==> config.mk <==
export PLATFORM = sky130hd
export DESIGN_NAME = seq_multiplier
export DESIGN_NICKNAME = d
export VERILOG_FILES = /design/src/rtl/seq_multiplier.sv
export SDC_FILE = /design/constraint.sdc
export NUM_CORES = 1
export LEC_CHECK = 0
export CAP_MARGIN = 20
export CORE_UTILIZATION = 45
export CTS_CLUSTER_DIAMETER = 40
export DETAILED_ROUTE_END_ITERATION = 8
export DONT_BUFFER_PORTS = 1
export SLEW_MARGIN = 10
export SYNTH_ARGS = -nofsm -noshare
export SYNTH_HDL_FRONTEND = slang
export SYNTH_SLANG_ARGS = --single-unit
==> constraint.sdc <==
create_clock -name clk -period 4.2 [get_ports clk]
set_clock_uncertainty 0.15 [all_clocks]
set_input_delay 0.21 -clock clk [delete_from_list [all_inputs] [get_ports clk]]
set_output_delay 0.21 -clock clk [all_outputs]
set_load 0.01 [all_outputs]
==> src/rtl/seq_multiplier.sv <==
// -----------------------------------------------------------------------------
// seq_multiplier
//   Iterative radix-2 shift-add multiplier. One multiplier bit is consumed per
//   clock, so a WIDTH x WIDTH product takes WIDTH iterations plus one cycle
//   for the sign fix-up. Signed operands are multiplied as magnitudes, and
//   the sign is applied to the full 2*WIDTH-bit result at the end.
//
// Ports
//   clk          system clock, rising edge
//   rst          synchronous, active-high reset (priority over everything)
//   start        request, only sampled while idle
//   signed_mode  1 = two's-complement operands, 0 = unsigned (captured w/ start)
//   a            multiplicand (captured with start)
//   b            multiplier   (captured with start)
//   busy         high while iterating and during the fix-up cycle
//   done         one-cycle pulse in the cycle lo/hi first show a new product
//   lo           product bits [WIDTH-1:0]
//   hi           product bits [2*WIDTH-1:WIDTH]
//
// Timing: start sampled at edge 0, iterations at edges 1..WIDTH, result
// registered at edge WIDTH+1 (done high in the following cycle). The engine
// is already idle while done is high, so a new start is accepted then.
// -----------------------------------------------------------------------------
module seq_multiplier #(
  parameter int WIDTH = 32,
  parameter int CNT_W = 6
) (
  input  logic             clk,
  input  logic             rst,
  input  logic             start,
  input  logic             signed_mode,
  input  logic [WIDTH-1:0] a,
  input  logic [WIDTH-1:0] b,
  output logic             busy,
  output logic             done,
  output logic [WIDTH-1:0] lo,
  output logic [WIDTH-1:0] hi
);

  localparam int PROD_W = 2 * WIDTH;

  localparam logic [WIDTH-1:0]  ONE_W    = WIDTH'(1);
  localparam logic [PROD_W-1:0] ONE_P    = PROD_W'(1);
  localparam logic [CNT_W-1:0]  ONE_C    = CNT_W'(1);
  localparam logic [CNT_W-1:0]  LAST_CNT = CNT_W'(WIDTH - 1);

  // Elaboration-time guard on the parameter set.
  if (WIDTH < 2 || (2 ** CNT_W) <= WIDTH) begin : g_bad_param
    $error("seq_multiplier: need WIDTH >= 2 and 2**CNT_W > WIDTH");
  end

  typedef enum logic [1:0] {
    IDLE = 2'd0,
    RUN  = 2'd1,
    FIX  = 2'd2
  } state_t;

  state_t state, state_nx;

  logic [CNT_W-1:0]  cnt;
  logic [WIDTH-1:0]  mag_b;     // multiplier magnitude, shifted right per step
  logic [PROD_W-1:0] mag_a_sh;  // multiplicand magnitude << cnt
  logic [PROD_W-1:0] acc;       // running magnitude of the product
  logic              neg;       // final product must be negated

  logic              last_iter;

  // Magnitude of an operand. The most negative value maps onto itself,
  // which is still correct when read as an unsigned WIDTH-bit number.
  function automatic logic [WIDTH-1:0] magnitude(input logic [WIDTH-1:0] v,
                                                 input logic             sm);
    if (sm && v[WIDTH-1]) begin
      return ~v + ONE_W;
    end
    return v;
  endfunction

  // Apply the product sign to the accumulated magnitude (modulo 2**PROD_W).
  function automatic logic [PROD_W-1:0] apply_sign(input logic [PROD_W-1:0] m,
                                                   input logic              n);
    if (n) begin
      return ~m + ONE_P;
    end
    return m;
  endfunction

  assign last_iter = (cnt == LAST_CNT);

  // ---------------------------------------------------------------------------
  // Control: state register
  // ---------------------------------------------------------------------------
  always_ff @(posedge clk) begin
    if (rst) begin
      state <= IDLE;
    end else begin
      state <= state_nx;
    end
  end

  // ---------------------------------------------------------------------------
  // Control: next state and busy
  // ---------------------------------------------------------------------------
  always_comb begin
    state_nx = state;
    busy     = 1'b0;
    unique case (state)
      IDLE: begin
        if (start) begin
          state_nx = RUN;
        end
      end
      RUN: begin
        busy = 1'b1;
        if (last_iter) begin
          state_nx = FIX;
        end
      end
      FIX: begin
        busy     = 1'b1;
        state_nx = IDLE;
      end
      default: begin
        state_nx = IDLE;
      end
    endcase
  end

  // ---------------------------------------------------------------------------
  // Datapath: capture, shift-add iterations, sign fix-up
  // ---------------------------------------------------------------------------
  always_ff @(posedge clk) begin
    if (rst) begin
      cnt      <= '0;
      mag_b    <= '0;
      mag_a_sh <= '0;
      acc      <= '0;
      neg      <= 1'b0;
      done     <= 1'b0;
      lo       <= '0;
      hi       <= '0;
    end else begin
      done <= 1'b0;
      unique case (state)
        IDLE: begin
          if (start) begin
            mag_a_sh <= {{WIDTH{1'b0}}, magnitude(a, signed_mode)};
            mag_b    <= magnitude(b, signed_mode);
            neg      <= signed_mode & (a[WIDTH-1] ^ b[WIDTH-1]);
            acc      <= '0;
            cnt      <= '0;
          end
        end
        RUN: begin
          // mag_a_sh tracks mag_a << cnt, so no barrel shifter is needed.
          if (mag_b[0]) begin
            acc <= acc + mag_a_sh;
          end
          mag_a_sh <= mag_a_sh << 1;
          mag_b    <= mag_b >> 1;
          cnt      <= cnt + ONE_C;
        end
        FIX: begin
          {hi, lo} <= apply_sign(acc, neg);
          done     <= 1'b1;
        end
        default: begin
          done <= 1'b0;
        end
      endcase
    end
  end

endmodule
==> flow_results.xml <==
<?xml version="1.0" encoding="UTF-8"?>
<metrics>
  <group name="timing">
    <metric name="layout_min_cycle_time" unit="ns">3.73</metric>
    <metric name="layout_worst_path_cycle_share" unit="%">88.9</metric>
    <metric name="final_critical_path_setup_slack" unit="ns">0.466</metric>
    <metric name="relSlewSlack" unit="%">29.9</metric>
    <metric name="worst_slew_pin_slew" unit="ns">1.05</metric>
    <metric name="setup_total_negative_slack" unit="ns">0</metric>
    <metric name="slew_violations" unit="">0</metric>
    <metric name="hold-worst-slack" unit="ns">-0.0549</metric>
    <metric name="timing.final.setup_violations" unit="">0</metric>
    <metric name="fmax" unit="MHz">268</metric>
    <metric name="hold_viol_final" unit="">18</metric>
    <metric name="rsz0062_at_grt" unit="">no</metric>
  </group>
  <group name="min_path">
    <metric name="min-delay-path-class" unit="">in -&gt; reg</metric>
    <metric name="worst_hold_path_cell_count" unit="">2</metric>
    <metric name="hold_end" unit="">mag_b[5]$_SDFFE_PP0P_</metric>
    <metric name="startpoint_of_the_most_critical_hold_path" unit="">rst</metric>
  </group>
  <group name="clock_tree">
    <metric name="post_cts_resized" unit="">0</metric>
    <metric name="max-clock-path-buffers" unit="">3</metric>
    <metric name="clk-insertion-delay-late" unit="ns">0.56</metric>
    <metric name="clock-root-buffer" unit="">sky130_fd_sc_hd__clkbuf_16</metric>
    <metric name="cts_tree" unit="">done</metric>
    <metric name="cts_made_buffers" unit="">45</metric>
    <metric name="h-tree-depth" unit="">2</metric>
    <metric name="cts_num_sinks" unit="">234</metric>
    <metric name="worst_setup_hold_path_clk_slew" unit="ns">0.05</metric>
  </group>
  <group name="setup_path">
    <metric name="cp_slowest_stage_delay" unit="ns">0.49</metric>
    <metric name="timing.critical_path.from_type" unit="">flop</metric>
    <metric name="r2r-end" unit="">acc[40]$_SDFFE_PP0P_</metric>
    <metric name="critical_path_end_type" unit="">flop</metric>
    <metric name="reg2reg_depth" unit="">13</metric>
    <metric name="cp_common_cell" unit="">sky130_fd_sc_hd__a211oi_1</metric>
    <metric name="critical_path.top_delay_family" unit="">compound AO/OA/AOI/OAI gates</metric>
    <metric name="cp.depth" unit="">13</metric>
    <metric name="reg2reg_setup_slack" unit="ns">0.47</metric>
    <metric name="path_max_fanout" unit="">5</metric>
    <metric name="path_buf_inv" unit="">2</metric>
    <metric name="worstPathArrival" unit="ns">4.02</metric>
    <metric name="cp_data_required_time" unit="ns">4.49</metric>
    <metric name="crit_path_cell_trace" unit="">ha_1, inv_1, fa_1, nand2b_1, a211oi_1, o21bai_1, a211oi_1, buf_4, o21ai_0, a21oi_1, o31ai_1, a21o_1, a32o_1</metric>
    <metric name="cpMaxStageDelayCell" unit="">sky130_fd_sc_hd__a211oi_1</metric>
    <metric name="timing_worst_setup_path_type" unit="">reg -&gt; reg</metric>
    <metric name="timing.rr.start" unit="">acc[0]$_SDFFE_PP0P_</metric>
  </group>
  <group name="layout">
    <metric name="layout-drive-gt1-share" unit="%">7.35</metric>
    <metric name="layout-area-overhead-vs-synth" unit="%">18.2</metric>
    <metric name="fin_nets" unit="">2145</metric>
    <metric name="insertedDiodeCount" unit="">0</metric>
    <metric name="layout.filler_cells" unit="">3138</metric>
    <metric name="design_area" unit="um2">17800</metric>
  </group>
  <group name="floorplan">
    <metric name="ios" unit="">134</metric>
    <metric name="placement_rows" unit="">66</metric>
    <metric name="start_util" unit="%">46.0</metric>
    <metric name="core-area" unit="um2">32700</metric>
    <metric name="die_height" unit="um">185</metric>
    <metric name="dieArea" unit="um2">34200</metric>
    <metric name="fp.dieW" unit="um">185</metric>
  </group>
  <group name="drt">
    <metric name="via_per_inst" unit="">5.92</metric>
    <metric name="remaining_drc_errors" unit="">0</metric>
    <metric name="antenna_violating_nets_left" unit="">0</metric>
    <metric name="vias" unit="">14700</metric>
    <metric name="detail_route.wl_per_cell" unit="um">18.4</metric>
    <metric name="detail_route.wirelength" unit="mm">45.7</metric>
    <metric name="dr.first_iter.drc_count" unit="">1019</metric>
    <metric name="drt_pass1_iterations" unit="">5</metric>
  </group>
  <group name="synthesis">
    <metric name="synth.cell_area" unit="um2">15100</metric>
    <metric name="largest_family_of_logic_cells_by_synthesized_area" unit="">compound AO/OA/AOI/OAI gates</metric>
    <metric name="synthSimpleGateAreaFrac" unit="%">21.5</metric>
    <metric name="syn_nets" unit="">2098</metric>
    <metric name="synthAdderAreaFrac" unit="%">5.95</metric>
    <metric name="synth_edf_count" unit="">0</metric>
    <metric name="ys_async_sr_fraction" unit="%">0</metric>
    <metric name="synth.mux.area_fraction" unit="%">1.06</metric>
    <metric name="synthesis.yosys.warnings" unit="">0</metric>
    <metric name="synth_top_flop_cell" unit="">sky130_fd_sc_hd__dfxtp_1</metric>
    <metric name="post_synth_xor_area_fraction" unit="%">9.37</metric>
    <metric name="ys_seq_elements" unit="">234</metric>
    <metric name="synth-compound-area-share" unit="%">27.3</metric>
    <metric name="post_synth_num_cell_types" unit="">73</metric>
    <metric name="synth_seq_area_share" unit="%">31.1</metric>
    <metric name="synthesis.area_per_instance" unit="um2">7.69</metric>
    <metric name="netlist_instances" unit="">1959</metric>
  </group>
  <group name="grt">
    <metric name="global_route.usage.met2" unit="%">39.2</metric>
    <metric name="grt_util_met3" unit="%">5.23</metric>
    <metric name="grt_max_degree" unit="">201</metric>
    <metric name="top_usage_layer" unit="">met1</metric>
    <metric name="grt_pass1_wl" unit="mm">73.2</metric>
    <metric name="first_global_vias" unit="">13600</metric>
    <metric name="grt_antenna_before_repair" unit="">0</metric>
    <metric name="met1_usage" unit="%">39.3</metric>
    <metric name="gr-usage-all-layers" unit="%">26.9</metric>
    <metric name="grt.overflow.total" unit="">0</metric>
  </group>
  <group name="power_and_ir_drop">
    <metric name="peakVddDrop" unit="mV">0.348</metric>
    <metric name="power_per_cell_area" unit="nW/um2">412</metric>
    <metric name="cellLeakagePower" unit="nW">6.95</metric>
  </group>
  <group name="place">
    <metric name="detailedPlace.worstSlack" unit="ns">0.518</metric>
    <metric name="numPortBuffers" unit="">0</metric>
    <metric name="place.gp.congestion" unit="">0.941</metric>
    <metric name="post-dp-hpwl" unit="mm">32.0</metric>
    <metric name="dpl-instance-area" unit="um2">15500</metric>
  </group>
  <group name="run_status">
    <metric name="failing_checks" unit="">negative hold slack</metric>
    <metric name="status" unit="">finished with violations</metric>
  </group>
  <group name="job">
    <metric name="max-cap-violations" unit="">0</metric>
  </group>
</metrics>
[area by class of cell]
cell class / count / area, um2 / share of cell area (%)
tap: 442 / 553 / 3.11
clock buffer: 53 / 1220 / 6.83
inverter: 31 / 116 / 0.654
timing repair buffer: 118 / 1110 / 6.25
multi-input combinational: 1576 / 9850 / 55.3
sequential: 234 / 4690 / 26.3
clock inverter: 29 / 270 / 1.52
[metrics by stage]
step	hold WS [ns]	total power, mW	util [%]	instances
6_report	-0.0549	7.34	54.4	2483
5_1_grt	0.0588	7.68	54.4	2483
4_1_cts	0.00378	7.39	54.4	2483
3_5_place_dp	0.147	3.74	47.3	2317
3_3_place_gp	0.142	3.72	47.3	2317
2_1_floorplan	0.208	3.46	-	1959
[kinds of logic after synthesis]
group | Yosys count
xor gates and xnor gates | 161
AOI/OAI and AO/OA | 626
buffers and inverters | 149
and+or+nand+nor | 702
muxes | 16
adders and majority gates | 71
DFF | 234
[registers in the layout, summed over array words and instances (netlist names)]
name	cells
acc	64
cnt	6
done	1
hi	32
lo	32
mag_a_sh	64
mag_b	32
neg	1
state	2
[worst max path at each step]
stage / start / end / slack, ns
6_report: acc[0]$_SDFFE_PP0P_ / acc[40]$_SDFFE_PP0P_ / 0.47
5_1_grt: acc[0]$_SDFFE_PP0P_ / acc[54]$_SDFFE_PP0P_ / 0.18
4_1_cts: acc[0]$_SDFFE_PP0P_ / acc[40]$_SDFFE_PP0P_ / 0.50
3_5_place_dp: acc[0]$_SDFFE_PP0P_ / acc[40]$_SDFFE_PP0P_ / 0.52
3_3_place_gp: acc[0]$_SDFFE_PP0P_ / acc[50]$_SDFFE_PP0P_ / 0.57
2_1_floorplan: acc[0]$_SDFFE_PP0P_ / acc[56]$_SDFFE_PP0P_ / 0.96
[Yosys cell counts, drive strengths merged (17+ instances only)]
| library cell | number | area [um2] |
|---|---|---|
| nor3 | 30 | 155 |
| or4 | 20 | 158 |
| nor2 | 223 | 837 |
| o21ai | 144 | 724 |
| o31ai | 28 | 210 |
| a211oi | 83 | 623 |
| a22oi | 58 | 435 |
| inv | 31 | 116 |
| ha | 70 | 876 |
| clkbuf | 107 | 402 |
| xor2 | 110 | 963 |
| o211ai | 22 | 165 |
| o41ai | 22 | 219 |
| nand3 | 22 | 110 |
| dfxtp | 234 | 4680 |
| nor4 | 18 | 119 |
| nand2 | 258 | 968 |
| a21o | 31 | 233 |
| a21oi | 136 | 681 |
| xnor2 | 51 | 447 |
| nand4 | 24 | 150 |
| or3 | 17 | 108 |
[repair_timing]
item                                   in CTS  in global routing
endpoints found under the hold margin     226                  0
setup buffers                               0                  0
hold buffers                               84                  0
[cell usage in the layout, fill, tap and decap left out, drive strengths merged, types with 30 or more instances in the layout]
cell         count
clkbuf          53
a22oi           58
xor2           110
a21oi          136
ha              70
dfxtp          234
o21ai          144
a211oi          83
nand2          258
buf             35
xnor2           51
a21o            31
inv             44
nor3            30
nor2           223
dlygate4sd3     83
[power breakdown]
part,switching [mW],internal [mW],total [mW]
clock network,1.33,2.18,3.51
registers,0.195,2.41,2.61
logic,0.768,0.449,1.22
[per-layer routing]
metal,routed length [um],share of wire (%)
met1,22300,49
met2,18700,41
met3,3680,8.0
met4,982,2.2
met5,0,0
No activity file was read; power rests on OpenSTA's default activity.
